`config.mk`:
```
export PLATFORM = sky130hd
export DESIGN_NAME = volatility_write_ctrl
export DESIGN_NICKNAME = d
export VERILOG_FILES = /design/src/rtl/volatility_write_ctrl.sv
export SDC_FILE = /design/constraint.sdc
export NUM_CORES = 1
export LEC_CHECK = 0
export ABC_AREA = 1
export BUFFER_PORTS_ARGS = -buffer_cell sky130_fd_sc_hd__buf_2
export CELL_PAD_IN_SITES_DETAIL_PLACEMENT = 0
export CELL_PAD_IN_SITES_GLOBAL_PLACEMENT = 1
export CORE_MARGIN = 2
export CORE_UTILIZATION = 35
export DETAILED_ROUTE_END_ITERATION = 12
export HOLD_SLACK_MARGIN = 0.15
export PLACE_DENSITY_LB_ADDON = 0.1
export SLEW_MARGIN = 30
export SYNTH_ARGS = -nofsm -noshare
export SYNTH_HDL_FRONTEND = slang
export SYNTH_SLANG_ARGS = --single-unit
```
`constraint.sdc`:
```
create_clock -name i_clk -period 2.4 [get_ports i_clk]
set_clock_uncertainty 0.2 [all_clocks]
set_input_delay 0.48 -clock i_clk [delete_from_list [all_inputs] [get_ports i_clk]]
set_output_delay 0.48 -clock i_clk [all_outputs]
set_load 0.01 [all_outputs]
```
`src/rtl/volatility_write_ctrl.sv`:
```
// Volatility write controller: accepts top-of-book updates, drops zero-price
// updates, and issues one write strobe per update into a per-stock circular
// window of the volatility memory, tracking write pointers and fill levels.
module volatility_write_ctrl #(
  parameter int DATA_WIDTH   = 32,
  parameter int FP_WORD_SIZE = 64,
  parameter int BUFFER_SIZE  = 32,
  parameter int NUM_STOCKS   = 4,
  parameter int ISSUE_GAP    = 2
) (
  input  logic                                        i_clk,
  input  logic                                        i_reset_n,
  input  logic                                        i_update_valid,
  output logic                                        o_update_ready,
  input  logic [$clog2(NUM_STOCKS)-1:0]               i_stock_id,
  input  logic [DATA_WIDTH-1:0]                       i_best_bid,
  input  logic [DATA_WIDTH-1:0]                       i_best_ask,
  input  logic                                        i_clear,
  input  logic [$clog2(NUM_STOCKS)-1:0]               i_clear_stock_id,
  output logic                                        o_valid,
  output logic [$clog2(NUM_STOCKS*BUFFER_SIZE)-1:0]   o_write_address,
  output logic [$clog2(NUM_STOCKS)-1:0]               o_stock_id,
  output logic [DATA_WIDTH-1:0]                       o_best_bid,
  output logic [DATA_WIDTH-1:0]                       o_best_ask,
  output logic [DATA_WIDTH-1:0]                       o_buffer_size,
  output logic [FP_WORD_SIZE-1:0]                     o_buffer_size_reciprocal,
  output logic [NUM_STOCKS-1:0]                       o_full_mask,
  output logic [15:0]                                 o_drop_count
);

  localparam int SW = $clog2(NUM_STOCKS);
  localparam int PW = $clog2(BUFFER_SIZE);
  localparam int AW = $clog2(NUM_STOCKS * BUFFER_SIZE);
  localparam int FW = $clog2(BUFFER_SIZE + 1);

  localparam logic [FW-1:0] FILL_MAX = FW'(BUFFER_SIZE);
  localparam logic [3:0]    GAP_INIT = (ISSUE_GAP > 0) ? 4'(ISSUE_GAP - 1) : 4'd0;
  localparam logic [FP_WORD_SIZE-1:0] RECIP =
    FP_WORD_SIZE'(64'h1_0000_0000 / 64'(BUFFER_SIZE));

  typedef enum logic [1:0] {IDLE, ISSUE, GAP} state_t;

  state_t                 state_q, state_d;
  logic [3:0]             gap_q, gap_d;
  logic [PW-1:0]          wp_q [NUM_STOCKS];
  logic [PW-1:0]          wp_d [NUM_STOCKS];
  logic [FW-1:0]          fc_q [NUM_STOCKS];
  logic [FW-1:0]          fc_d [NUM_STOCKS];
  logic [NUM_STOCKS-1:0]  full_q, full_d;
  logic [15:0]            drop_q, drop_d;
  logic                   valid_q, valid_d;
  logic [AW-1:0]          addr_q, addr_d;
  logic [SW-1:0]          stock_q, stock_d;
  logic [DATA_WIDTH-1:0]  bid_q, bid_d;
  logic [DATA_WIDTH-1:0]  ask_q, ask_d;
  logic                   accept;
  logic                   zero_price;

  // Fixed window geometry, independent of reset.
  assign o_buffer_size            = DATA_WIDTH'(BUFFER_SIZE);
  assign o_buffer_size_reciprocal = RECIP;

  // Updates are only taken in IDLE, and a pending clear blocks them.
  assign o_update_ready = (state_q == IDLE) && !i_clear;
  assign accept         = i_update_valid && o_update_ready;
  assign zero_price     = (i_best_bid == '0) && (i_best_ask == '0);

  // Next-state, pointer bookkeeping and output latching.
  always_comb begin
    // NOTE: every variable gets its hold value first so no path leaves it
    // unassigned; otherwise synthesis infers a latch.
    state_d = state_q;
    gap_d   = gap_q;
    wp_d    = wp_q;
    fc_d    = fc_q;
    drop_d  = drop_q;
    valid_d = 1'b0;
    addr_d  = addr_q;
    stock_d = stock_q;
    bid_d   = bid_q;
    ask_d   = ask_q;
    full_d  = '0;

    unique case (state_q)
      IDLE: begin
        if (i_clear) begin
          wp_d[i_clear_stock_id] = '0;
          fc_d[i_clear_stock_id] = '0;
        end else if (accept) begin
          if (zero_price) begin
            if (drop_q != 16'hFFFF) drop_d = drop_q + 16'd1;
          end else begin
            stock_d = i_stock_id;
            bid_d   = i_best_bid;
            ask_d   = i_best_ask;
            addr_d  = {i_stock_id, wp_q[i_stock_id]};
            valid_d = 1'b1;
            state_d = ISSUE;
          end
        end
      end
      ISSUE: begin
        // Power-of-two window: the pointer wraps by natural overflow.
        wp_d[stock_q] = wp_q[stock_q] + 1'b1;
        if (fc_q[stock_q] != FILL_MAX) fc_d[stock_q] = fc_q[stock_q] + 1'b1;
        if (ISSUE_GAP == 0) begin
          state_d = IDLE;
        end else begin
          state_d = GAP;
          gap_d   = GAP_INIT;
        end
      end
      GAP: begin
        if (gap_q == 4'd0) state_d = IDLE;
        else               gap_d   = gap_q - 4'd1;
      end
      default: state_d = IDLE;
    endcase

    for (int s = 0; s < NUM_STOCKS; s++) full_d[s] = (fc_d[s] == FILL_MAX);
  end

  // State and data registers with synchronous active-low reset.
  always_ff @(posedge i_clk) begin
    // NOTE: sequential state uses non-blocking assignments so every flop
    // samples pre-edge values regardless of statement order.
    if (!i_reset_n) begin
      state_q <= IDLE;
      gap_q   <= '0;
      // NOTE: the pointer/fill arrays are small flop arrays that must start
      // at zero, so they are reset here rather than left to a RAM.
      for (int s = 0; s < NUM_STOCKS; s++) begin
        wp_q[s] <= '0;
        fc_q[s] <= '0;
      end
      full_q  <= '0;
      drop_q  <= '0;
      valid_q <= 1'b0;
      addr_q  <= '0;
      stock_q <= '0;
      bid_q   <= '0;
      ask_q   <= '0;
    end else begin
      state_q <= state_d;
      gap_q   <= gap_d;
      wp_q    <= wp_d;
      fc_q    <= fc_d;
      full_q  <= full_d;
      drop_q  <= drop_d;
      valid_q <= valid_d;
      addr_q  <= addr_d;
      stock_q <= stock_d;
      bid_q   <= bid_d;
      ask_q   <= ask_d;
    end
  end

  assign o_valid         = valid_q;
  assign o_write_address = addr_q;
  assign o_stock_id      = stock_q;
  assign o_best_bid      = bid_q;
  assign o_best_ask      = ask_q;
  assign o_full_mask     = full_q;
  assign o_drop_count    = drop_q;

endmodule

```
# Word-level counts from Yosys, hierarchy flattened
# Index checks and enable logic that the tools add are counted.
classes:
  addsub: 4
  n_lt_le_gt_ge: 5
  n_eq_ne: 14
  n_mux: 32
  bitwise_logic: 12
  n_reduce_logical: 18
ops:
  columns: ["cell", "n"]
  rows:
  - ["32-bit logical NOT", 2]
  - ["24-bit 2-to-1 mux", 2]
  - ["24-bit case mux with 2 select lines", 1]
  - ["20-bit case mux with 2 select lines", 1]
  - ["5-bit 2-to-1 mux", 6]
  - ["24-bit bitwise AND", 1]
  - ["24-bit bitwise mux", 1]
  - ["6-bit demux with 2-bit select", 2]
  - ["6-bit equality test (second input constant)", 4]
  - ["6-bit 2-to-1 mux", 4]
  - ["24-bit NOT", 1]
  - ["20-bit bitwise AND", 1]
  - ["5-bit binary-select mux with 2-bit select", 2]
  - ["20-bit bitwise mux", 1]
  - ["5-bit demux with 2-bit select", 2]
  - ["20-bit 2-to-1 mux", 1]
  - ["20-bit NOT", 1]
  - ["16-bit by 1-bit adder with 16-bit output (second input constant)", 1]
  - ["16-bit inequality test (second input constant)", 1]
  - ["6-bit binary-select mux with 2-bit select", 1]
  - ["2-bit inequality test (second input constant)", 6]
  - ["3-bit greater-or-equal comparator (second input constant)", 3]
  - ["2-bit NOT with 3-bit output", 3]
  - ["2-bit 2-to-1 mux", 4]
  - ["other kinds (21)", 33]
totals:
  ff_bits: 144
  input_bits: 72
  word_cells: 102

# Longest topological paths before layout
depth:
  word_depth: 10
  ltp_mapped: 20
  mapped_depth_nobuf: 18

# Worst setup path before layout
# Ideal clock, no wire load.
synth_path:
  kind: "register to register"
  start: "register o_write_address[6] (netlist name)"
  end: "register full_q[1], in the netlist o_full_mask[1]"
  setup_time_ps: 110
  t_arrival_ps: 2011
  required_ps: 2090
  setup_slack_ps: 79
  stages_incl_launch_ff: 18
  n_path_buf: 3
  cell_sequence: "dfxtp_1 buf_6 nor2_1 buf_4 nand2_1 o21ai_2 nor2_4 ha_1 nand3_1 nor2_4 nand2_4 buf_6 nand3_1 nand3_1 o21ai_0 inv_1 nand2_1 nor2_1"
synth_lines:
  columns: ["element", "line_no", "text"]
  rows:
  - ["end signal, assigned", "148", "full_q <= full_d;"]
  - ["end, declared", "49", "logic [NUM_STOCKS-1:0] full_q, full_d;"]

==> out/metrics.cfg <==
[run_status]
outcome=completed

[pwr]
power.density_mw_per_mm2=607
combinationalPowerShare=0.182
power.internal_uw=4410
p_leak_uw=0.00482
switching_share=0.300
seqPwrFrac=0.400
ir_drop_mv=0.457
clkPwrFrac=0.418
switching_power_uw=1890

[logic_synthesis]
synth_common_cells=nand2_1 (219), nor2_1 (204), dfxtp_1 (142)
ys_types=43
ys_ff_latch=142
yosys.area.top_type_share=0.372
ys_warn_count=0
synth_most_common_cell=nand2_1
synth_area_mm2=0.00765
syn_area_per_cell_um2=6.85
yosys-top-cells-area=dfxtp_1 (37%), nand2_1 (11%), nor2_1 (10%)
async_reset_ff_frac=0
synth-edff-count=0
synth-seq-area-share=0.372
yosysTopAreaCell=dfxtp_1
synth_flop_cell=dfxtp_1
synth_cells=1117

[drt]
drtPass1Iterations=5
drtIter0Drc=405
routed_wl_mm=25.5
post_drt_wl_per_cell_um=15.2
final_antenna_net_count=0
drc=0
routed_via_density=4.69
vias=7864

[timing]
slew_headroom=0.644
final_hold_viol_count=0
finalSetupViolCount=0
setup_slack_ns=0.0792
fin_crit_ns=2.32
tightest_slew_ns=0.530
rsz0062_at_grt=true
max_freq_mhz=431
slew_violations=0
fin_crit_sh=0.967

[placed_design]
hpwl_mm=17.7
pre_cts_ws_ns=-0.0522
gp_congestion=0.861
portBuffers=166

[global_route]
grtUsageTotal=0.206
grt_max_degree=55
antenna_found_initial=0
grt.overflow.total=0
first_global_vias=7113
grt_pass1_wl_mm=38.2

[critical_path]
crit_path_end_kind=flop
cp_data_required_time_ns=2.55
cp_slowest_stage_delay_ns=0.38
cp_top_family=simple AND/OR/NAND/NOR gates
crit_fanout=7
crit_type=flop to flop
critPathLaunchType=flop
slowest_stage=dfxtp_4
crit_chain=buf_12 -> nor2_4 -> nand2_2 -> o21ai_2 -> nor2_4 -> ha_4 -> nand3_4 -> nor2_4 -> nand2_4 -> buf_4 -> buf_4 -> nand3_1 -> nand3_2 -> buf_4 -> a21oi_1
arrival_ns=2.47
worst-path-buf-inv=4

[clock_tree]
clkTransAtPathRegs_ns=0.06
cts_tree=yes
clock_path_buffers=2
htreeDepth=4
clock_latency_ns=0.43
clock-sinks=142
cts_buffers=17
cts_root_buf=clkbuf_16

[hold_path]
hp-class=input pin to flop

[cells_and_area]
syn_to_final_growth_pct=35.7
diodes=0
utilization=0.480
drive_gt1_frac=0.258
nets=1462

[job]
maxCapViolCount=0

[floorplanning]
core_area_mm2=0.0216
die_area_mm2=0.0231
io_pins=263
die_x_um=152
row_count=54
die_y_um=152
start_util=0.354

state kept, by name (all words and copies together) (netlist names):
| register | flops |
|---|---|
| fc_q | 24 |
| gap_q | 4 |
| o_best_ask | 32 |
| o_best_bid | 32 |
| o_drop_count | 16 |
| o_full_mask | 4 |
| o_valid | 1 |
| o_write_address | 7 |
| state_q | 2 |
| wp_q | 20 |
through the flow:
stage | instance area (µm²) | TNS (ns) | hold WS, ns | total power, µW | cells
final | 10400 | 0 | 0.167 | 6300 | 1678
after global routing | 10400 | -0.129 | 0.183 | 6590 | 1678
after floorplan | 8000 | 0 | 0.239 | 3230 | 1211
after CTS | 9900 | 0 | 0.153 | 6240 | 1662
after detailed placement | 8770 | -0.0718 | 0.253 | 3520 | 1575
after global placement | 8770 | -0.0676 | 0.251 | 3520 | 1575
routing by layer:
| metal | GRT usage | share of wire | wire (µm) | vias to the layer above |
|---|---|---|---|---|
| met5 | 0 | 0 | 0 | - |
| met4 | 0.0739 | 0.021 | 529 | 0 |
| met3 | 0.0388 | 0.051 | 1300 | 32 |
| met2 | 0.332 | 0.47 | 12100 | 242 |
| met1 | 0.275 | 0.45 | 11600 | 3624 |
| li1 | - | - | - | 3966 |
final timing paths:
path | startpoint | to | slack, ns | cells after the start
setup reg to reg | o_write_address[6] | fc_q[2] | 0.08 | 15
hold reg to reg | gap_q[1] | gap_q[1] | 0.26 | 2
hold / removal | i_best_bid[20] | o_best_bid[20] | 0.17 | 3
setup / recovery | o_write_address[6] | fc_q[2] | 0.08 | 15
cells by family after synthesis:
family | share of synthesized area
AO/OA/AOI/OAI | 0.132
XOR/XNOR | 0.0172
adder cells (fa/ha/maj) | 0.00818
buffers and inverters | 0.160
flip-flops | 0.372
other | 0.000982
AND/OR/NAND/NOR | 0.310
timing repair:
| action | CTS | global route |
|---|---|---|
| endpoints found under the hold margin | 55 | 0 |
| setup endpoints to repair | 0 | 106 |
| gates resized for setup | 0 | 67 |
| buffers inserted | 0 | 9 |
| hold buffers | 55 | 0 |
cell usage in the layout, fill, tap and decap left out, types with 2 or more instances in the layout:
master	n
a21oi_1	69
a21oi_2	3
buf_12	9
buf_2	163
buf_4	58
buf_6	6
clkbuf_16	23
clkinv_2	2
clkinv_4	4
conb_1	96
dfxtp_1	140
dlygate4sd3_1	55
ha_1	2
ha_2	2
inv_1	63
inv_2	4
inv_6	5
inv_8	3
nand2_1	205
nand2_2	17
nand2_4	6
nand3_1	68
nand3_2	5
nand3b_1	3
nand4_1	8
nor2_1	187
nor2_2	17
nor2_4	6
nor3_1	2
nor4_1	8
nor4_2	2
o2111ai_2	2
o21ai_0	101
o21ai_1	4
o21ai_2	2
o22ai_1	4
or2_2	7
xnor2_1	6
xor2_1	9
power by group through the flow:
stage	Sequential, µW	Combinational (µW)	Clock, µW
CTS	2510	1020	2700
detailed placement	2570	950	0
finish	2520	1150	2630
global route	2530	1260	2800
floorplan	2600	625	0
global placement	2560	955	0
layout make-up:
class / count / area (µm²)
clock inverters: 15 / 156
repair buffers: 297 / 2200
inverters: 70 / 278
clock buffers: 17 / 425
flip-flops and latches: 142 / 2850
fillers: 2275 / 11200
well taps: 280 / 350
multi-input cells: 857 / 4120
worst register-to-register path, delay by kind of cell (launching register included):
family,cells,cell delay (ns)
adders and majority gates,1,0.16
AOI/OAI and AO/OA,2,0.19
and+or+nand+nor,8,0.77
DFF,1,0.38
buffers and inverters,4,0.56
Power figures use the tool's default switching activity.
